File: src/rtl/henad_pkg.sv
// Shared types for the memory-port arbiter.
//   owner_tag_t  : response-routing tag carried alongside an in-flight read
//   arb_state_t  : arbiter priority state
//   flush_mask() : drops the valid bit of a fetch tag while if_flush is high
package henad_pkg;

   localparam int STARVE_W = 4;

   typedef struct packed {
      logic valid;
      logic is_fetch;
   } owner_tag_t;

   typedef enum logic {
      ARB_PRI_DATA  = 1'b0,
      ARB_PRI_FETCH = 1'b1
   } arb_state_t;

   function automatic owner_tag_t flush_mask(input owner_tag_t tag, input logic flush);
      owner_tag_t res;
      res = tag;
      if (flush && tag.is_fetch) res.valid = 1'b0;
      return res;
   endfunction

endpackage

File: src/rtl/mem_port_arbiter_if.sv
// Bus bundle between the two requesters (fetch, data), the arbiter and memory.
//   slave  : arbiter view (requests and mem_rdata in, grants/responses/memory strobes out)
//   master : requester/memory-model view (mirror of slave)
interface mem_port_arbiter_if #(
   parameter int ADDR_W = 24,
   parameter int DATA_W = 24
);
   logic              if_req;
   logic [ADDR_W-1:0] if_addr;
   logic              if_flush;
   logic              if_gnt;
   logic              if_rvalid;
   logic [DATA_W-1:0] if_rdata;
   logic              if_stall;

   logic              d_req;
   logic [ADDR_W-1:0] d_addr;
   logic              d_we;
   logic [DATA_W-1:0] d_wdata;
   logic              d_gnt;
   logic              d_rvalid;
   logic [DATA_W-1:0] d_rdata;

   logic              mem_en;
   logic              mem_we;
   logic [ADDR_W-1:0] mem_addr;
   logic [DATA_W-1:0] mem_wdata;
   logic [DATA_W-1:0] mem_rdata;

   modport slave (
      input  if_req, if_addr, if_flush, d_req, d_addr, d_we, d_wdata, mem_rdata,
      output if_gnt, if_rvalid, if_rdata, if_stall, d_gnt, d_rvalid, d_rdata,
             mem_en, mem_we, mem_addr, mem_wdata
   );

   modport master (
      output if_req, if_addr, if_flush, d_req, d_addr, d_we, d_wdata, mem_rdata,
      input  if_gnt, if_rvalid, if_rdata, if_stall, d_gnt, d_rvalid, d_rdata,
             mem_en, mem_we, mem_addr, mem_wdata
   );
endinterface

File: src/rtl/arb_owner_pipe.sv
// MEM_LAT-deep shift register of owner tags, one entry per issued access.
// The last entry lines up with mem_rdata and tells the top who owns it.
//   clk, rst : clock, async active-high reset (clears every entry)
//   flush    : invalidates every fetch tag in flight, including the one loading now
//   tag_in   : tag of the access granted this cycle
//   tag_out  : tag matching the current mem_rdata
module arb_owner_pipe
   import henad_pkg::*;
#(
   parameter int MEM_LAT = 1
) (
   input  logic       clk,
   input  logic       rst,
   input  logic       flush,
   input  owner_tag_t tag_in,
   output owner_tag_t tag_out
);

   owner_tag_t pipe [MEM_LAT];

   always_ff @(posedge clk or posedge rst) begin
      if (rst) begin
         for (int i = 0; i < MEM_LAT; i++) pipe[i] <= '0;
      end else begin
         pipe[0] <= flush_mask(tag_in, flush);
         for (int i = 1; i < MEM_LAT; i++) pipe[i] <= flush_mask(pipe[i-1], flush);
      end
   end

   assign tag_out = pipe[MEM_LAT-1];

endmodule

File: src/rtl/mem_port_arbiter.sv
// Shares the single memory port between instruction fetch and data access.
// One grant per cycle, read responses routed back by owner tag, fetch
// starvation guard, fetch stall output.
//   clk, rst : clock, async active-high reset
//   bus      : mem_port_arbiter_if.slave (fetch/data request ports, memory port)
//
// state          | meaning
// ARB_PRI_DATA   | data wins a conflict (reset state)
// ARB_PRI_FETCH  | fetch starved STARVE_MAX cycles; fetch wins until its next grant
module mem_port_arbiter
   import henad_pkg::*;
#(
   parameter int ADDR_W     = 24,
   parameter int DATA_W     = 24,
   parameter int MEM_LAT    = 1,
   parameter int STARVE_MAX = 3
) (
   input  logic             clk,
   input  logic             rst,
   mem_port_arbiter_if.slave bus
);

   localparam logic [STARVE_W-1:0] STARVE_LIM = STARVE_W'(STARVE_MAX);

   arb_state_t            state;
   logic [STARVE_W-1:0]   starve_cnt;
   logic [STARVE_W-1:0]   starve_nxt;
   logic                  if_win;
   logic                  d_win;
   owner_tag_t            tag_in;
   owner_tag_t            tag_out;

   // Grants are forced low while reset is asserted so the port is quiet.
   always_comb begin
      if_win = ~rst & bus.if_req & (~bus.d_req | (state == ARB_PRI_FETCH));
      d_win  = ~rst & bus.d_req & ~if_win;
   end

   always_comb begin
      starve_nxt = starve_cnt;
      if (if_win)
         starve_nxt = '0;
      else if (bus.if_req && (starve_cnt < STARVE_LIM))
         starve_nxt = starve_cnt + 1'b1;
   end

   // Switch to fetch priority on the cycle the counter reaches the limit so
   // fetch wins the very next conflict.
   always_ff @(posedge clk or posedge rst) begin
      if (rst) begin
         state      <= ARB_PRI_DATA;
         starve_cnt <= '0;
      end else begin
         starve_cnt <= starve_nxt;
         case (state)
            ARB_PRI_DATA:  if (starve_nxt == STARVE_LIM) state <= ARB_PRI_FETCH;
            ARB_PRI_FETCH: if (if_win) state <= ARB_PRI_DATA;
            default:       state <= ARB_PRI_DATA;
         endcase
      end
   end

   always_comb begin
      bus.mem_en    = if_win | d_win;
      bus.mem_we    = d_win & bus.d_we;
      bus.mem_addr  = '0;
      bus.mem_wdata = '0;
      if (if_win) begin
         bus.mem_addr = bus.if_addr;
      end else if (d_win) begin
         bus.mem_addr  = bus.d_addr;
         bus.mem_wdata = bus.d_wdata;
      end
   end

   // Writes never produce a response, so they load an invalid tag.
   always_comb begin
      tag_in.valid    = if_win | (d_win & ~bus.d_we);
      tag_in.is_fetch = if_win;
   end

   arb_owner_pipe #(
      .MEM_LAT (MEM_LAT)
   ) u_owner_pipe (
      .clk     (clk),
      .rst     (rst),
      .flush   (bus.if_flush),
      .tag_in  (tag_in),
      .tag_out (tag_out)
   );

   assign bus.if_gnt    = if_win;
   assign bus.d_gnt     = d_win;
   assign bus.if_stall  = ~rst & bus.if_req & ~if_win;
   // A fetch response arriving in a flush cycle belongs to the old stream.
   assign bus.if_rvalid = tag_out.valid & tag_out.is_fetch & ~bus.if_flush;
   assign bus.d_rvalid  = tag_out.valid & ~tag_out.is_fetch;
   assign bus.if_rdata  = bus.mem_rdata;
   assign bus.d_rdata   = bus.mem_rdata;

endmodule

File: src/flat_wrapper.sv
// flat-port wrapper written by rule: the top's interface ports become plain ports
module mem_port_arbiter_flat import henad_pkg::*;
#(
   parameter int ADDR_W     = 24,
   parameter int DATA_W     = 24,
   parameter int MEM_LAT    = 1,
   parameter int STARVE_MAX = 3
)
  (clk, rst, bus_if_req, bus_if_addr, bus_if_flush, bus_d_req, bus_d_addr, bus_d_we, bus_d_wdata, bus_mem_rdata, bus_if_gnt, bus_if_rvalid, bus_if_rdata, bus_if_stall, bus_d_gnt, bus_d_rvalid, bus_d_rdata, bus_mem_en, bus_mem_we, bus_mem_addr, bus_mem_wdata);
  mem_port_arbiter_if #(.ADDR_W(ADDR_W), .DATA_W(DATA_W)) bus_i ();
  input  logic clk;
  input  logic rst;
  input wire logic [$bits(bus_i.if_req)-1:0] bus_if_req;
  input wire logic [$bits(bus_i.if_addr)-1:0] bus_if_addr;
  input wire logic [$bits(bus_i.if_flush)-1:0] bus_if_flush;
  input wire logic [$bits(bus_i.d_req)-1:0] bus_d_req;
  input wire logic [$bits(bus_i.d_addr)-1:0] bus_d_addr;
  input wire logic [$bits(bus_i.d_we)-1:0] bus_d_we;
  input wire logic [$bits(bus_i.d_wdata)-1:0] bus_d_wdata;
  input wire logic [$bits(bus_i.mem_rdata)-1:0] bus_mem_rdata;
  output wire logic [$bits(bus_i.if_gnt)-1:0] bus_if_gnt;
  output wire logic [$bits(bus_i.if_rvalid)-1:0] bus_if_rvalid;
  output wire logic [$bits(bus_i.if_rdata)-1:0] bus_if_rdata;
  output wire logic [$bits(bus_i.if_stall)-1:0] bus_if_stall;
  output wire logic [$bits(bus_i.d_gnt)-1:0] bus_d_gnt;
  output wire logic [$bits(bus_i.d_rvalid)-1:0] bus_d_rvalid;
  output wire logic [$bits(bus_i.d_rdata)-1:0] bus_d_rdata;
  output wire logic [$bits(bus_i.mem_en)-1:0] bus_mem_en;
  output wire logic [$bits(bus_i.mem_we)-1:0] bus_mem_we;
  output wire logic [$bits(bus_i.mem_addr)-1:0] bus_mem_addr;
  output wire logic [$bits(bus_i.mem_wdata)-1:0] bus_mem_wdata;
  assign bus_i.if_req = bus_if_req;
  assign bus_i.if_addr = bus_if_addr;
  assign bus_i.if_flush = bus_if_flush;
  assign bus_i.d_req = bus_d_req;
  assign bus_i.d_addr = bus_d_addr;
  assign bus_i.d_we = bus_d_we;
  assign bus_i.d_wdata = bus_d_wdata;
  assign bus_i.mem_rdata = bus_mem_rdata;
  assign bus_if_gnt = bus_i.if_gnt;
  assign bus_if_rvalid = bus_i.if_rvalid;
  assign bus_if_rdata = bus_i.if_rdata;
  assign bus_if_stall = bus_i.if_stall;
  assign bus_d_gnt = bus_i.d_gnt;
  assign bus_d_rvalid = bus_i.d_rvalid;
  assign bus_d_rdata = bus_i.d_rdata;
  assign bus_mem_en = bus_i.mem_en;
  assign bus_mem_we = bus_i.mem_we;
  assign bus_mem_addr = bus_i.mem_addr;
  assign bus_mem_wdata = bus_i.mem_wdata;
  mem_port_arbiter #(.ADDR_W(ADDR_W), .DATA_W(DATA_W), .MEM_LAT(MEM_LAT), .STARVE_MAX(STARVE_MAX)) u_core (.clk(clk), .rst(rst), .bus(bus_i));
endmodule
File: config.mk
export PLATFORM = sky130hd
export DESIGN_NAME = mem_port_arbiter_flat
export DESIGN_NICKNAME = d
export VERILOG_FILES = /design/src/rtl/henad_pkg.sv /design/src/rtl/mem_port_arbiter_if.sv /design/src/rtl/arb_owner_pipe.sv /design/src/rtl/mem_port_arbiter.sv /design/src/flat_wrapper.sv
export SDC_FILE = /design/constraint.sdc
export NUM_CORES = 1
export LEC_CHECK = 0
export ABC_AREA = 1
export CAP_MARGIN = 15
export CELL_PAD_IN_SITES_DETAIL_PLACEMENT = 1
export CELL_PAD_IN_SITES_GLOBAL_PLACEMENT = 2
export CORE_MARGIN = 1.5
export CORE_UTILIZATION = 10
export CTS_CLUSTER_DIAMETER = 40
export DETAILED_ROUTE_END_ITERATION = 8
export HOLD_SLACK_MARGIN = 0.05
export PLACE_DENSITY_LB_ADDON = 0.1
export SETUP_SLACK_MARGIN = 0.4
export SYNTH_ARGS = -nofsm -noshare
export SYNTH_HDL_FRONTEND = slang
export SYNTH_SLANG_ARGS = --single-unit
File: constraint.sdc
create_clock -name clk -period 1.3 [get_ports clk]
set_input_delay 0.26 -clock clk [delete_from_list [all_inputs] [get_ports clk]]
set_output_delay 0.26 -clock clk [all_outputs]
set_load 0.01 [all_outputs]
======== After elaboration in Yosys (flattened, before gate mapping) ========
Index checks and enable logic that the tools add are counted.
word-level totals
  bits in registers ....................... 7
  output and inout bits ................... 103
  bits of input ports ..................... 102
cells by class
  add/sub/neg operators ................... 1
  mux-type cells .......................... 10
  order comparisons ....................... 1
  equality and inequality tests ........... 1
  bitwise logic cells ..................... 20
  reduce and logical (&&, ||, !) cells .... 2
operators with widths
  operator                                                    count
  two-way mux 24 bit                                          4
  AND 1 bit                                                   10
  two-way mux 4 bit                                           2
  NOT 1 bit                                                   7
  adder 4 x 1 -> 4 bit, second input constant                 1
  equality test 4 x 2 -> 1 bit, second input constant         1
  less-than comparator 4 x 2 -> 1 bit, second input constant  1
  two-way mux 1 bit                                           3
  OR 1 bit                                                    3
  logical AND 1 bit                                           2
  case mux 1 bit (2 select lines)                             1

======== Longest topological paths before layout ========
Gate-level depths: netlist of run 1.
  depth in word-level cells ............... 8
  gate-level depth with buffers ........... 8

======== Hierarchy ========
A second synthesis of run 1 with hierarchy kept.
unflattened totals
  cells, all modules ...................... 227
  area total of the unflattened synthesis .. 1277.5 µm²
by module, submodules not included
  module            cells an instance  times used  area each (µm²)  seq. area each (µm²)
  mem_port_arbiter  222                1           1211.2           125.1
  arb_owner_pipe    5                  1           66.3             50.0

======== Least setup slack after synthesis of run 1 ========
No wires, ideal clock.
  path type ............................... reg2out
  start point ............................. register u_core.state
  end point ............................... output bus_mem_addr[14]
  stages on the path, launching flop included .. 9
  arrival time ............................ 1108 ps
  path buffers ............................ 1
  slack ................................... -68 ps
  cell sequence ........................... dfrtp_1 -> inv_1 -> nand2_2 -> nand2_2 -> nand3_4 -> inv_4 -> buf_6 -> nand2_1 -> nand2_1
on the way
  longest elaborated chain between the ends .. 6
ends and longest elaborated chain
  what                    RTL line                text
  start, declared         mem_port_arbiter.sv:25  arb_state_t state;
  start signal, assigned  mem_port_arbiter.sv:51  state <= ARB_PRI_DATA;
  start signal, assigned  mem_port_arbiter.sv:56  ARB_PRI_DATA: if (starve_nxt == STARVE_LIM) state <= ARB_PRI_FETCH;
  start signal, assigned  mem_port_arbiter.sv:57  ARB_PRI_FETCH: if (if_win) state <= ARB_PRI_DATA;
  OR 1 bit                mem_port_arbiter.sv:35  if_win = ~rst & bus.if_req & (~bus.d_req | (state == ARB_PRI_FETCH));
  AND 1 bit               mem_port_arbiter.sv:35
  NOT 1 bit               mem_port_arbiter.sv:36  d_win = ~rst & bus.d_req & ~if_win;
  AND 1 bit               mem_port_arbiter.sv:36
  named net bus_d_gnt     flat_wrapper.sv:25      output wire logic [$bits(bus_i.d_gnt)-1:0] bus_d_gnt;
  two-way mux 24 bit      mem_port_arbiter.sv:70  end else if (d_win) begin
  two-way mux 24 bit      mem_port_arbiter.sv:68  if (if_win) begin
  end, declared           flat_wrapper.sv:30      output wire logic [$bits(bus_i.mem_addr)-1:0] bus_mem_addr;
The timed path passes the listed nets, and every way through them passes these cells.

======== Worst setup path after layout of run 1 ========
  start point ............................. register u_core.state
  end point ............................... output bus_mem_addr[9]
on the way
  longest elaborated chain between the ends .. 6
ends and longest elaborated chain
  what                  RTL line
  OR 1 bit *            mem_port_arbiter.sv:35
  AND 1 bit *           mem_port_arbiter.sv:35
  NOT 1 bit             mem_port_arbiter.sv:36
  AND 1 bit             mem_port_arbiter.sv:36
  two-way mux 24 bit    mem_port_arbiter.sv:70
  two-way mux 24 bit *  mem_port_arbiter.sv:68
Every way passes the cells marked *; elsewhere a longest branch is shown, timed or not.

==> results of run 1 <==
per-stage QoR:
step	area, sq um	utilization	hold slack [ns]	worst slack [ns]
final	3310	0.275	0.418	-0.430
after global routing	3310	0.275	0.439	-0.520
after CTS	3070	0.256	0.317	-0.480
after detailed placement	2610	0.217	0.482	-0.972
after global placement	2610	0.217	0.478	-0.989
after floorplan	1340	-	0.0500	-0.0151
logic make-up after synthesis:
| logic type | count (synthesis) | synth area share |
|---|---|---|
| simple gates | 123 | 0.393 |
| buf+inv | 90 | 0.439 |
| flops | 7 | 0.142 |
| compound gates | 3 | 0.0152 |
| fa+ha+maj | 1 | 0.0102 |
what timing repair did:
item / 4_1_cts / 5_1_grt
resized for setup: 318 / 43
setup endpoints to repair: 62 / 62
buffers inserted: 17 / 5
hold endpoints to repair: 0 / 0
hold buffers: 0 / 0
gates cloned: 6 / 1
pin swaps: 14 / 11
worst max path at each step:
stage	from	to	slack, ns	cells past startpoint
floorplan	u_core.state$_DFF_PP0_	bus_mem_addr[14]	-0.02	8
global placement	bus_if_req	bus_mem_addr[0]	-0.99	10
detailed placement	bus_if_req	bus_mem_addr[15]	-0.97	9
CTS	u_core.state$_DFF_PP0_	bus_mem_addr[9]	-0.48	10
global route	u_core.state$_DFF_PP0_	bus_mem_addr[9]	-0.52	10
finish	u_core.state$_DFF_PP0_	bus_mem_addr[9]	-0.43	10
registers in the layout, summed over array words and instances (netlist names):
name	flops
u_core.starve_cnt	4
u_core.state	1
u_core.u_owner_pipe.tag_out	2
layout make-up:
type	count	share of cell area
well taps	147	0.0556
clock buffers	4	0.0238
flip-flops and latches	7	0.0530
multi-input cells	127	0.253
inverters	36	0.0481
repair buffers	179	0.567
worst max-delay path, stage by stage (launching register included):
cell and delay, ns:
dfrtp_1 0.38, inv_2 0.08, nand2_4 0.05, nand2_4 0.08
nand3_4 0.11, inv_6 0.11, buf_12 0.13, buf_12 0.10
nand2_2 0.04, nand2_2 0.05, buf_6 0.10
routing by layer:
metal,up-vias,track usage,share of wire
met2,103,0.169,0.51
met1,741,0.0857,0.35
met5,-,0,0
met4,0,0.0233,0.014
li1,854,-,-
met3,15,0.0414,0.13
cells in the final DEF (no fill, tap or decap):
| cell | instances |
|---|---|
| nor2_4 | 10 |
| clkdlybuf4s15_2 | 1 |
| nand3_4 | 1 |
| inv_6 | 1 |
| dfrtp_1 | 7 |
| a21oi_1 | 1 |
| nor2_1 | 9 |
| a21boi_4 | 1 |
| clkdlybuf4s50_1 | 73 |
| inv_12 | 1 |
| clkbuf_16 | 4 |
| nand3_2 | 1 |
| buf_8 | 2 |
| ha_4 | 1 |
| clkinvlp_4 | 1 |
| dlygate4sd2_1 | 3 |
| nand3_1 | 2 |
| buf_2 | 24 |
| o22ai_2 | 1 |
| nor2_2 | 15 |
| nand2_1 | 40 |
| nand2_2 | 32 |
| inv_4 | 1 |
| inv_2 | 4 |
| buf_6 | 49 |
| buf_12 | 5 |
| nand2_4 | 13 |
| clkbuf_1 | 1 |
| buf_4 | 15 |
| buf_16 | 6 |
| inv_1 | 28 |
report_power, final:
part	internal, W	switching, W	leakage (nW)
registers	0.000274	0.0000480	0.0904
logic	0.000975	0.000671	1.54
clock network	0.000408	0.000118	0.0382
total	0.00166	0.000837	1.67
==> impl_metrics.py, run 1 <==
metrics = {
    "routing": {
        "wl_per_cell_um": 12.4,
        "drt_pass1_iterations": 4,
        "ant_nets": 0,
        "avgViaCountPerCell": 3.43,
        "drc": 0,
        "drt-total-wl_mm": 6.22,
        "num_vias": 1713,
        "drt_iter0_drc": 53,
    },
    "global_routing": {
        "antenna_found_initial": 0,
        "grt_pass1_wl_mm": 8.97,
        "overflow": 0,
        "grt_use_total": 0.0887,
        "grt_max_degree": 14,
        "grt_pass1_vias": 1790,
    },
    "yosys": {
        "netlist_area_sq_mm": 0.00123,
        "yosysSeqAreaShare": 0.142,
        "yosysWarnings": 0,
        "synth_cell_type_count": 16,
        "synth_edf_count": 0,
        "ys_ff_latch": 7,
        "syn_inst": 224,
        "avgSynthCellArea_sq_um": 5.50,
        "synth_top_area_cell": "buf_4",
        "async_flop_share": 1.00,
        "yosysMostFrequentCell": "nand2_1",
        "synth_area_leaders": "buf_4, nand2_1, dfrtp_1",
        "ys_top_cells_by_count": "nand2_1, buf_4, inv_1, nor2_1, dfrtp_1",
        "synth.top_cell.area_share": 0.293,
        "synth_top_flop_cell": "dfrtp_1",
        "syn_nets": 327,
    },
    "clock_tree": {
        "cts_tree": "done",
        "clock_sinks": 7,
        "clkLatencyLatePin_ns": 0.23,
        "htree_num_levels": 1,
        "clock-root-buffer": "clkbuf_16",
        "cts_buffers": 3,
        "clk_transition_reported_paths_ns": 0.04,
        "max-clock-path-buffers": 2,
    },
    "worst_hold_path": {
        "hold_path.class": "in2async",
    },
    "run_status": {
        "violations": "setup timing",
        "status": "complete, but fails checks",
    },
    "critical_path": {
        "cp-end-kind": "output port",
        "cp.arrival_ns": 1.47,
        "reg2reg_to": "u_core.state$_DFF_PP0_",
        "critPathKind": "reg2out",
        "r2r-start": "u_core.state$_DFF_PP0_",
        "reg2reg_slack_ns": -0.23,
        "worst_r2r_path_depth": 13,
        "cp.required_ns": 1.04,
        "critPathMaxFanout": 8,
        "start_kind": "flip-flop",
    },
    "pwr": {
        "p_leak_nw": 1.67,
        "ir_drop_mv": 0.309,
        "p_per_area_mw_per_mm2": 754,
        "total_power_w": 0.00249,
    },
    "layout": {
        "diodes": 0,
        "regArea_sq_um": 175,
        "fillers": 1446,
        "multi_input_area_sq_um": 836,
        "fin_cells": 500,
        "syn2layout_area_growth_pct": 168,
        "layout-drive-gt1-share": 0.535,
        "fin_nets": 457,
    },
    "placement": {
        "dp_hpwl_mm": 4.40,
        "place.gp.congestion": 0.644,
        "placed_cells": 467,
        "portBuffers": 132,
    },
    "sta": {
        "hold_viol_final": 0,
        "min_period_ns": 1.73,
        "timing.fmax_ghz": 0.578,
        "drv_slew": 0,
        "worst_pin_slew_ns": 0.218,
        "rsz0062_at_grt": "yes",
        "fin_setup_tns_ns": -20.26,
        "skew_ns": 0.00176,
        "fin_ws_ns": -0.430,
        "slew_headroom": 0.854,
        "post-route-period-util": 1.33,
        "setup_viol": 57,
    },
    "floorplanning": {
        "num_rows": 40,
        "io_pins": 205,
        "start_util": 0.103,
        "core_area_sq_mm": 0.0120,
        "die_area_sq_mm": 0.0130,
        "chipWidth_um": 114,
        "die_y_um": 114,
    },
    "job": {
        "max_cap_violations": 0,
    },
}
No activity file was read; power rests on OpenSTA's default activity.
==> run 2, diff against run 1 <==
--- a/config.mk
+++ b/config.mk
@@ -12,6 +12,7 @@
 export CORE_MARGIN = 1.5
 export CORE_UTILIZATION = 10
 export CTS_CLUSTER_DIAMETER = 40
+export CTS_CLUSTER_SIZE = 24
 export DETAILED_ROUTE_END_ITERATION = 8
 export HOLD_SLACK_MARGIN = 0.05
 export PLACE_DENSITY_LB_ADDON = 0.1
==> results of run 2 <==
The final DEF is identical to that of run 1; final timing and power are the same.
